### src/rtl/tetris_vga_renderer_if.sv
// Bundle between the game engine, the renderer and the VGA connector.
// master: the engine/board side. It drives the playfield state and observes the video outputs.
// slave : the renderer. It samples the playfield state and drives sync, colour, frame_start and the counters.
interface tetris_vga_renderer_if;
    logic [159:0] blocks;       // playfield bitmap, bit = row*8+col, row 0 bottom
    logic [7:0]   score;        // engine score
    logic [7:0]   location;     // pivot cell index of the active piece
    logic         q_Lose;       // engine LOSE flag
    logic         hSync;        // horizontal sync, active low
    logic         vSync;        // vertical sync, active low
    logic [7:0]   vgaRGB;       // pixel colour, RGB 3-3-2
    logic         frame_start;  // one-clock pulse on the snapshot cycle
    logic [9:0]   hCount;       // current pixel column
    logic [9:0]   vCount;       // current line

    modport master (
        output blocks, score, location, q_Lose,
        input  hSync, vSync, vgaRGB, frame_start, hCount, vCount
    );

    modport slave (
        input  blocks, score, location, q_Lose,
        output hSync, vSync, vgaRGB, frame_start, hCount, vCount
    );
endinterface

### src/rtl/tetris_vga_renderer.sv
// 640x480@60 Hz VGA renderer for the Tetris playfield, active-piece pivot, score lamps and lose border.
// The playfield state is latched into shadow registers once per frame, during vertical blank.
// Every displayed frame is therefore tear-free.
// Ports:
//   Clk   : system clock. One pixel lasts CLK_DIV clocks.
//   Reset : asynchronous, active-low reset.
//   bus   : slave side of tetris_vga_renderer_if. It carries the playfield inputs and the video outputs.
module tetris_vga_renderer #(
    parameter int unsigned CLK_DIV      = 4,
    parameter int unsigned CELL_SIZE    = 16,
    parameter int unsigned BOARD_X0     = 256,
    parameter int unsigned BOARD_Y0     = 80,
    parameter logic [7:0]  COLOR_BG     = 8'h00,
    parameter logic [7:0]  COLOR_BLOCK  = 8'hFC,
    parameter logic [7:0]  COLOR_ACTIVE = 8'h1F,
    parameter logic [7:0]  COLOR_BORDER = 8'hFF,
    parameter logic [7:0]  COLOR_LOSE   = 8'hE0
) (
    input  logic Clk,
    input  logic Reset,
    tetris_vga_renderer_if.slave bus
);
    localparam int unsigned DIV_W   = (CLK_DIV > 1) ? $clog2(CLK_DIV) : 1;
    localparam int unsigned CELL_SH = $clog2(CELL_SIZE);

    localparam logic [9:0] H_VIS    = 10'd640;
    localparam logic [9:0] H_SYNC_S = 10'd656;
    localparam logic [9:0] H_SYNC_E = 10'd751;
    localparam logic [9:0] H_MAX    = 10'd799;
    localparam logic [9:0] V_VIS    = 10'd480;
    localparam logic [9:0] V_SYNC_S = 10'd490;
    localparam logic [9:0] V_SYNC_E = 10'd491;
    localparam logic [9:0] V_MAX    = 10'd524;
    localparam logic [9:0] V_SNAP   = 10'd480;

    // Board rectangle, border ring and lamp strip. All upper bounds are exclusive.
    localparam logic [9:0] BX0 = 10'(BOARD_X0);
    localparam logic [9:0] BX1 = 10'(BOARD_X0 + 8 * CELL_SIZE);
    localparam logic [9:0] BY0 = 10'(BOARD_Y0);
    localparam logic [9:0] BY1 = 10'(BOARD_Y0 + 20 * CELL_SIZE);
    localparam logic [9:0] RX0 = 10'(BOARD_X0 - 4);
    localparam logic [9:0] RX1 = 10'(BOARD_X0 + 8 * CELL_SIZE + 4);
    localparam logic [9:0] RY0 = 10'(BOARD_Y0 - 4);
    localparam logic [9:0] RY1 = 10'(BOARD_Y0 + 20 * CELL_SIZE + 4);
    localparam logic [9:0] LY0 = 10'(BOARD_Y0 + 20 * CELL_SIZE + 8);
    localparam logic [9:0] LY1 = 10'(BOARD_Y0 + 20 * CELL_SIZE + 16);

    localparam logic [7:0] COLOR_LAMP_OFF = 8'h49;
    localparam logic [7:0] NUM_CELLS      = 8'd160;

    logic [DIV_W-1:0] r_div;
    logic [9:0]       r_hcount;
    logic [9:0]       r_vcount;
    logic             r_hsync;
    logic             r_vsync;
    logic [7:0]       r_rgb;
    logic             r_frame_start;
    logic [159:0]     r_blocks;
    logic [7:0]       r_score;
    logic [7:0]       r_loc;
    logic             r_lose;

    logic             w_pix_en;
    logic             w_snap;
    logic             w_in_vis;
    logic             w_in_board;
    logic             w_in_ring;
    logic             w_in_lamp;
    logic [2:0]       w_col;
    logic [4:0]       w_row;
    logic [7:0]       w_idx;
    logic             w_bit;
    logic [7:0]       w_rgb;
    logic             w_hsync;
    logic             w_vsync;

    assign w_pix_en = (r_div == DIV_W'(CLK_DIV - 1));
    assign w_snap   = w_pix_en && (r_hcount == '0) && (r_vcount == V_SNAP);

    // Pixel-rate divider
    always_ff @(posedge Clk or negedge Reset) begin
        if (!Reset) begin
            r_div <= '0;
        end else if (w_pix_en) begin
            r_div <= '0;
        end else begin
            r_div <= r_div + DIV_W'(1);
        end
    end

    // Raster counters
    always_ff @(posedge Clk or negedge Reset) begin
        if (!Reset) begin
            r_hcount <= '0;
            r_vcount <= '0;
        end else if (w_pix_en) begin
            if (r_hcount == H_MAX) begin
                r_hcount <= '0;
                r_vcount <= (r_vcount == V_MAX) ? 10'd0 : r_vcount + 10'd1;
            end else begin
                r_hcount <= r_hcount + 10'd1;
            end
        end
    end

    // Vertical-blank snapshot of the engine state
    always_ff @(posedge Clk or negedge Reset) begin
        if (!Reset) begin
            r_blocks <= '0;
            r_score  <= '0;
            r_loc    <= '0;
            r_lose   <= 1'b0;
        end else if (w_snap) begin
            r_blocks <= bus.blocks;
            r_score  <= bus.score;
            r_loc    <= bus.location;
            r_lose   <= bus.q_Lose;
        end
    end

    // Cell addressing. Rows count up from the bottom of the board.
    // The address is meaningful only inside the board.
    assign w_col = 3'((r_hcount - BX0) >> CELL_SH);
    assign w_row = 5'd19 - 5'((r_vcount - BY0) >> CELL_SH);
    assign w_idx = {w_row, w_col};
    // The range guard keeps the bitmap read in bounds for pixels outside the board.
    assign w_bit = (w_idx < NUM_CELLS) ? r_blocks[w_idx] : 1'b0;

    assign w_in_vis   = (r_hcount < H_VIS) && (r_vcount < V_VIS);
    assign w_in_board = (r_hcount >= BX0) && (r_hcount < BX1) && (r_vcount >= BY0) && (r_vcount < BY1);
    assign w_in_ring  = (r_hcount >= RX0) && (r_hcount < RX1) && (r_vcount >= RY0) && (r_vcount < RY1)
                        && !w_in_board;
    assign w_in_lamp  = (r_hcount >= BX0) && (r_hcount < BX1) && (r_vcount >= LY0) && (r_vcount < LY1);

    // Pixel colour by render priority. The lamp index equals the cell column, and lamp 0 shows the score MSB.
    always_comb begin
        w_rgb = COLOR_BG;
        if (!w_in_vis) begin
            w_rgb = 8'h00;
        end else if (w_in_ring) begin
            w_rgb = r_lose ? COLOR_LOSE : COLOR_BORDER;
        end else if (w_in_board) begin
            if (w_bit) begin
                w_rgb = (w_idx == r_loc) ? COLOR_ACTIVE : COLOR_BLOCK;
            end
        end else if (w_in_lamp) begin
            w_rgb = r_score[3'd7 - w_col] ? COLOR_BORDER : COLOR_LAMP_OFF;
        end
    end

    assign w_hsync = !((r_hcount >= H_SYNC_S) && (r_hcount <= H_SYNC_E));
    assign w_vsync = !((r_vcount >= V_SYNC_S) && (r_vcount <= V_SYNC_E));

    // Video outputs. They are registered from the same counter values, so they lag the counters by one pixel.
    always_ff @(posedge Clk or negedge Reset) begin
        if (!Reset) begin
            r_hsync       <= 1'b1;
            r_vsync       <= 1'b1;
            r_rgb         <= 8'h00;
            r_frame_start <= 1'b0;
        end else begin
            r_frame_start <= w_snap;
            if (w_pix_en) begin
                r_hsync <= w_hsync;
                r_vsync <= w_vsync;
                r_rgb   <= w_rgb;
            end
        end
    end

    assign bus.hSync       = r_hsync;
    assign bus.vSync       = r_vsync;
    assign bus.vgaRGB      = r_rgb;
    assign bus.frame_start = r_frame_start;
    assign bus.hCount      = r_hcount;
    assign bus.vCount      = r_vcount;

endmodule

### src/flat_wrapper.sv
// flat-port wrapper written by rule: the top's interface ports become plain ports
module tetris_vga_renderer_flat 
#(
    parameter int unsigned CLK_DIV      = 4,
    parameter int unsigned CELL_SIZE    = 16,
    parameter int unsigned BOARD_X0     = 256,
    parameter int unsigned BOARD_Y0     = 80,
    parameter logic [7:0]  COLOR_BG     = 8'h00,
    parameter logic [7:0]  COLOR_BLOCK  = 8'hFC,
    parameter logic [7:0]  COLOR_ACTIVE = 8'h1F,
    parameter logic [7:0]  COLOR_BORDER = 8'hFF,
    parameter logic [7:0]  COLOR_LOSE   = 8'hE0
)
  (Clk, Reset, bus_blocks, bus_score, bus_location, bus_q_Lose, bus_hSync, bus_vSync, bus_vgaRGB, bus_frame_start, bus_hCount, bus_vCount);
  tetris_vga_renderer_if bus_i ();
  input  logic Clk;
  input  logic Reset;
  input wire logic [$bits(bus_i.blocks)-1:0] bus_blocks;
  input wire logic [$bits(bus_i.score)-1:0] bus_score;
  input wire logic [$bits(bus_i.location)-1:0] bus_location;
  input wire logic [$bits(bus_i.q_Lose)-1:0] bus_q_Lose;
  output wire logic [$bits(bus_i.hSync)-1:0] bus_hSync;
  output wire logic [$bits(bus_i.vSync)-1:0] bus_vSync;
  output wire logic [$bits(bus_i.vgaRGB)-1:0] bus_vgaRGB;
  output wire logic [$bits(bus_i.frame_start)-1:0] bus_frame_start;
  output wire logic [$bits(bus_i.hCount)-1:0] bus_hCount;
  output wire logic [$bits(bus_i.vCount)-1:0] bus_vCount;
  assign bus_i.blocks = bus_blocks;
  assign bus_i.score = bus_score;
  assign bus_i.location = bus_location;
  assign bus_i.q_Lose = bus_q_Lose;
  assign bus_hSync = bus_i.hSync;
  assign bus_vSync = bus_i.vSync;
  assign bus_vgaRGB = bus_i.vgaRGB;
  assign bus_frame_start = bus_i.frame_start;
  assign bus_hCount = bus_i.hCount;
  assign bus_vCount = bus_i.vCount;
  tetris_vga_renderer #(.CLK_DIV(CLK_DIV), .CELL_SIZE(CELL_SIZE), .BOARD_X0(BOARD_X0), .BOARD_Y0(BOARD_Y0), .COLOR_BG(COLOR_BG), .COLOR_BLOCK(COLOR_BLOCK), .COLOR_ACTIVE(COLOR_ACTIVE), .COLOR_BORDER(COLOR_BORDER), .COLOR_LOSE(COLOR_LOSE)) u_core (.Clk(Clk), .Reset(Reset), .bus(bus_i));
endmodule
### config.mk
export PLATFORM = sky130hd
export DESIGN_NAME = tetris_vga_renderer_flat
export DESIGN_NICKNAME = d
export VERILOG_FILES = /design/src/rtl/tetris_vga_renderer_if.sv /design/src/rtl/tetris_vga_renderer.sv /design/src/flat_wrapper.sv
export SDC_FILE = /design/constraint.sdc
export NUM_CORES = 1
export LEC_CHECK = 0
export BUFFER_PORTS_ARGS = -buffer_cell sky130_fd_sc_hd__buf_2
export CAP_MARGIN = 30
export CORE_MARGIN = 5
export CORE_UTILIZATION = 45
export DETAILED_ROUTE_END_ITERATION = 16
export HOLD_SLACK_MARGIN = 0.06
export PLACE_DENSITY_LB_ADDON = 0.1
export SLEW_MARGIN = 20
export SYNTH_ARGS = -nofsm -noshare
export SYNTH_HDL_FRONTEND = slang
export SYNTH_SLANG_ARGS = --single-unit
### constraint.sdc
create_clock -name Clk -period 3.02 [get_ports Clk]
set_input_delay 0.151 -clock Clk [delete_from_list [all_inputs] [get_ports Clk]]
set_output_delay 0.151 -clock Clk [all_outputs]
set_load 0.005 [all_outputs]
==> reports/results.ini <==
[run_status]
status = complete, no violations

[clocking]
clkSinkCount = 208
htreeDepth = 1
ctsResizeCount = 0
clk_pin_slew_ns = 0.06
cts_tree = yes
clk_path_buf_depth = 3
cts-root-buf = clkbuf_16
post-cts-setup-buffers = 0
clk-insertion-delay-late_ns = 0.52
cts_buffers = 24
hold_buffers = 178

[cells_and_area]
syn_to_final_growth_pct = 40.0
register_area_um2 = 5210
fillers = 1721
drive_gt1_frac = 0.430
final_nets = 1349
fin_util = 0.634
multiInputGateArea_um2 = 4620

[die]
die_x_um = 160
initial_core_util = 0.453
die_h_um = 160
io_pins = 210
die-area_um2 = 25700
rows = 55
core_um2 = 22400

[grt]
grt_overflow_total = 0
grt_max_degree = 86
grt_pass1_vias = 8372
grt_usage = 0.222
use_met1 = 0.313
grt_pass1_wl_mm = 45.7
top_usage_layer = met2
use_met3 = 0.0405
antenna_found_initial = 3
grtUsageMet2 = 0.364

[detailed_routing]
wl_per_cell_um = 19.4
first_pass_iters = 4
drc = 0
vias = 7647
vias_per_cell = 5.23
ant_nets = 0
routed_wl_mm = 28.4
drtIter0Drc = 401

[critical_path]
crit_buf_inv = 0
cp-end-kind = register
cp_max_fo = 11
required_ns = 3.42
cpPeakStageDelay_ns = 0.61
crit_chain = nor4_1 -> a311o_1 -> o21ai_0 -> nand2_1 -> mux2_2 -> or4_1 -> and3_1
worstPathArrival_ns = 3.15
start_kind = register
crit_family = simple AND/OR/NAND/NOR gates
cpMaxStageDelayCell = nor4_1
worstSetupPathType = register to register

[pwr]
seqPwrFrac = 0.471
powerDensity_nw_per_um2 = 416
ir_drop_v = 0.000287
cell_internal_pwr_uw = 4640
clkPwrFrac = 0.466
p_leak_uw = 0.00694
p_sw_uw = 1280
p_comb_frac = 0.063
switching_share = 0.216

[timing]
skew_ns = 0.0199
rsz0062_at_grt = false
tns_ns = 0
min_period_over_period = 0.910
setup_viol = 0
max_freq_mhz = 364
finalHoldViolCount = 0
worst_pin_slew_ns = 0.735
slew_violations = 0
fin_crit_ns = 2.75
relSlewSlack = 0.505

[synth]
synthCells = 753
synth_top_area_share = 0.507
yosysWarnings = 0
synth-async-reset-ratio = 1.00
syn_area_um2 = 10200
ys_ff_latch = 208
synthFlopType = dfrtp_1
avgSynthCellArea_um2 = 13.5
synth_edf_count = 0
yosysMostFrequentCell = dfrtp_1
yosys.area.top_type = dfrtp_1
synthTopCellsByArea = dfrtp_1 51%, mux2_2 21%, mux4_1 3.9%
yosys-top-cells-count = 206 x dfrtp_1, 191 x mux2_2, 32 x nand2_1, 30 x nor2_1, 25 x buf_2
ys_types = 63
seq_area_frac_synth = 0.512
synth_fp_nets = 944

[placement]
hpwl_mm = 19.0
gp_congestion = 0.815
port-buffer-count = 209

[hold_path]
hold_class = input port to asynchronous set/reset pin

[flow_run]
drv_cap = 0

==> kinds of logic after synthesis <==
kind of cell	synth area share
muxes	0.298
adders and majority gates	0.0148
xor gates and xnor gates	0.0223
and+or+nand+nor	0.0720
AOI/OAI and AO/OA	0.0472
buffers and inverters	0.0335
DFF	0.512
==> cell usage in the layout, fill, tap and decap left out, types with 3 or more instances in the layout <==
cell,instances
nor4_1,8
inv_1,14
dlygate4sd3_1,178
a31oi_1,3
xor2_1,8
xnor2_1,16
o21ai_0,18
ha_1,12
clkinv_2,6
or3_1,4
mux4_2,15
diode_2,3
dfrtp_1,204
buf_4,33
o22ai_1,12
nand2_1,32
nor4_2,3
clkbuf_1,6
nor3_1,16
clkbuf_16,24
clkbuf_8,6
a21oi_1,10
mux2i_1,12
buf_2,208
a221oi_1,3
nor2b_1,6
nand4b_1,3
mux4_1,15
buf_12,7
nand4_1,7
nand2b_1,7
nand3_1,11
nor2_1,30
mux2_2,191
==> through the flow <==
stage	std cells	area (um^2)	hold slack, ns	worst slack [ns]	total power, uW
after floorplan	753	10200	-0.145	0.140	2840
after global placement	1239	11700	0.208	0.264	3030
after detailed placement	1239	11700	0.211	0.249	3030
after CTS	1460	14200	0.253	0.241	5990
after global routing	1463	14200	0.289	0.0337	6130
final	1463	14200	0.237	0.271	5920
==> final cells by class <==
class	count	area share
inverters	14	0.00369
flip-flops and latches	208	0.366
multi-input cells	483	0.325
repair buffers	427	0.227
clock buffers	36	0.0496
diodes	3	0.000528
well taps	285	0.0251
clock inverters	7	0.00325
==> worst reg2reg max path: stages (launching register included) <==
cell,delay [ns]
dfrtp_1,0.51
nor4_1,0.61
a311o_1,0.31
o21ai_0,0.09
nand2_1,0.15
mux2_2,0.37
or4_1,0.45
and3_1,0.15
==> worst paths after layout <==
kind | start | to | slack [ns] | depth (start not counted)
max | u_core.bus.vCount[3]$_DFFE_PN0P_ | u_core.bus.vgaRGB[1]$_DFFE_PN0P_ | 0.27 | 7
min | Reset | u_core.r_loc[7]$_DFFE_PN0P_ | 0.24 | 2
max reg2reg | u_core.bus.vCount[3]$_DFFE_PN0P_ | u_core.bus.vgaRGB[1]$_DFFE_PN0P_ | 0.27 | 7
min reg2reg | u_core.r_div[0]$_DFF_PN0_ | u_core.r_div[0]$_DFF_PN0_ | 0.43 | 1
max in group asynchronous | Reset | u_core.r_blocks[153]$_DFFE_PN0P_ | 1.99 | 3
min in group Clk | bus_blocks[138] | u_core.r_blocks[138]$_DFFE_PN0P_ | 0.39 | 3
==> sequential cells by signal, indices dropped and copies added, names as in the netlist <==
name / cells
u_core.bus.vCount: 10
u_core.bus.frame_start: 1
u_core.r_blocks: 160
u_core.bus.vSync: 1
u_core.bus.hCount: 10
u_core.r_loc: 8
u_core.r_div: 2
u_core.bus.hSync: 1
u_core.r_score: 8
u_core.bus.vgaRGB: 6
u_core.r_lose: 1
==> per-layer routing <==
layer  wire [um]  share of wire
met1       12700           0.45
met2       13600           0.48
met3        1470          0.052
met4         566          0.020
met5           0              0
==> power groups by stage <==
| stage | Clock, uW | Combinational (uW) | Sequential, uW |
|---|---|---|---|
| after floorplan | 0 | 1.93 | 2840 |
| after global placement | 0 | 191 | 2840 |
| after detailed placement | 0 | 190 | 2840 |
| after CTS | 2830 | 369 | 2790 |
| after global routing | 2940 | 408 | 2790 |
| final | 2760 | 372 | 2790 |
Note: power is estimated with default switching activity, not from simulation.
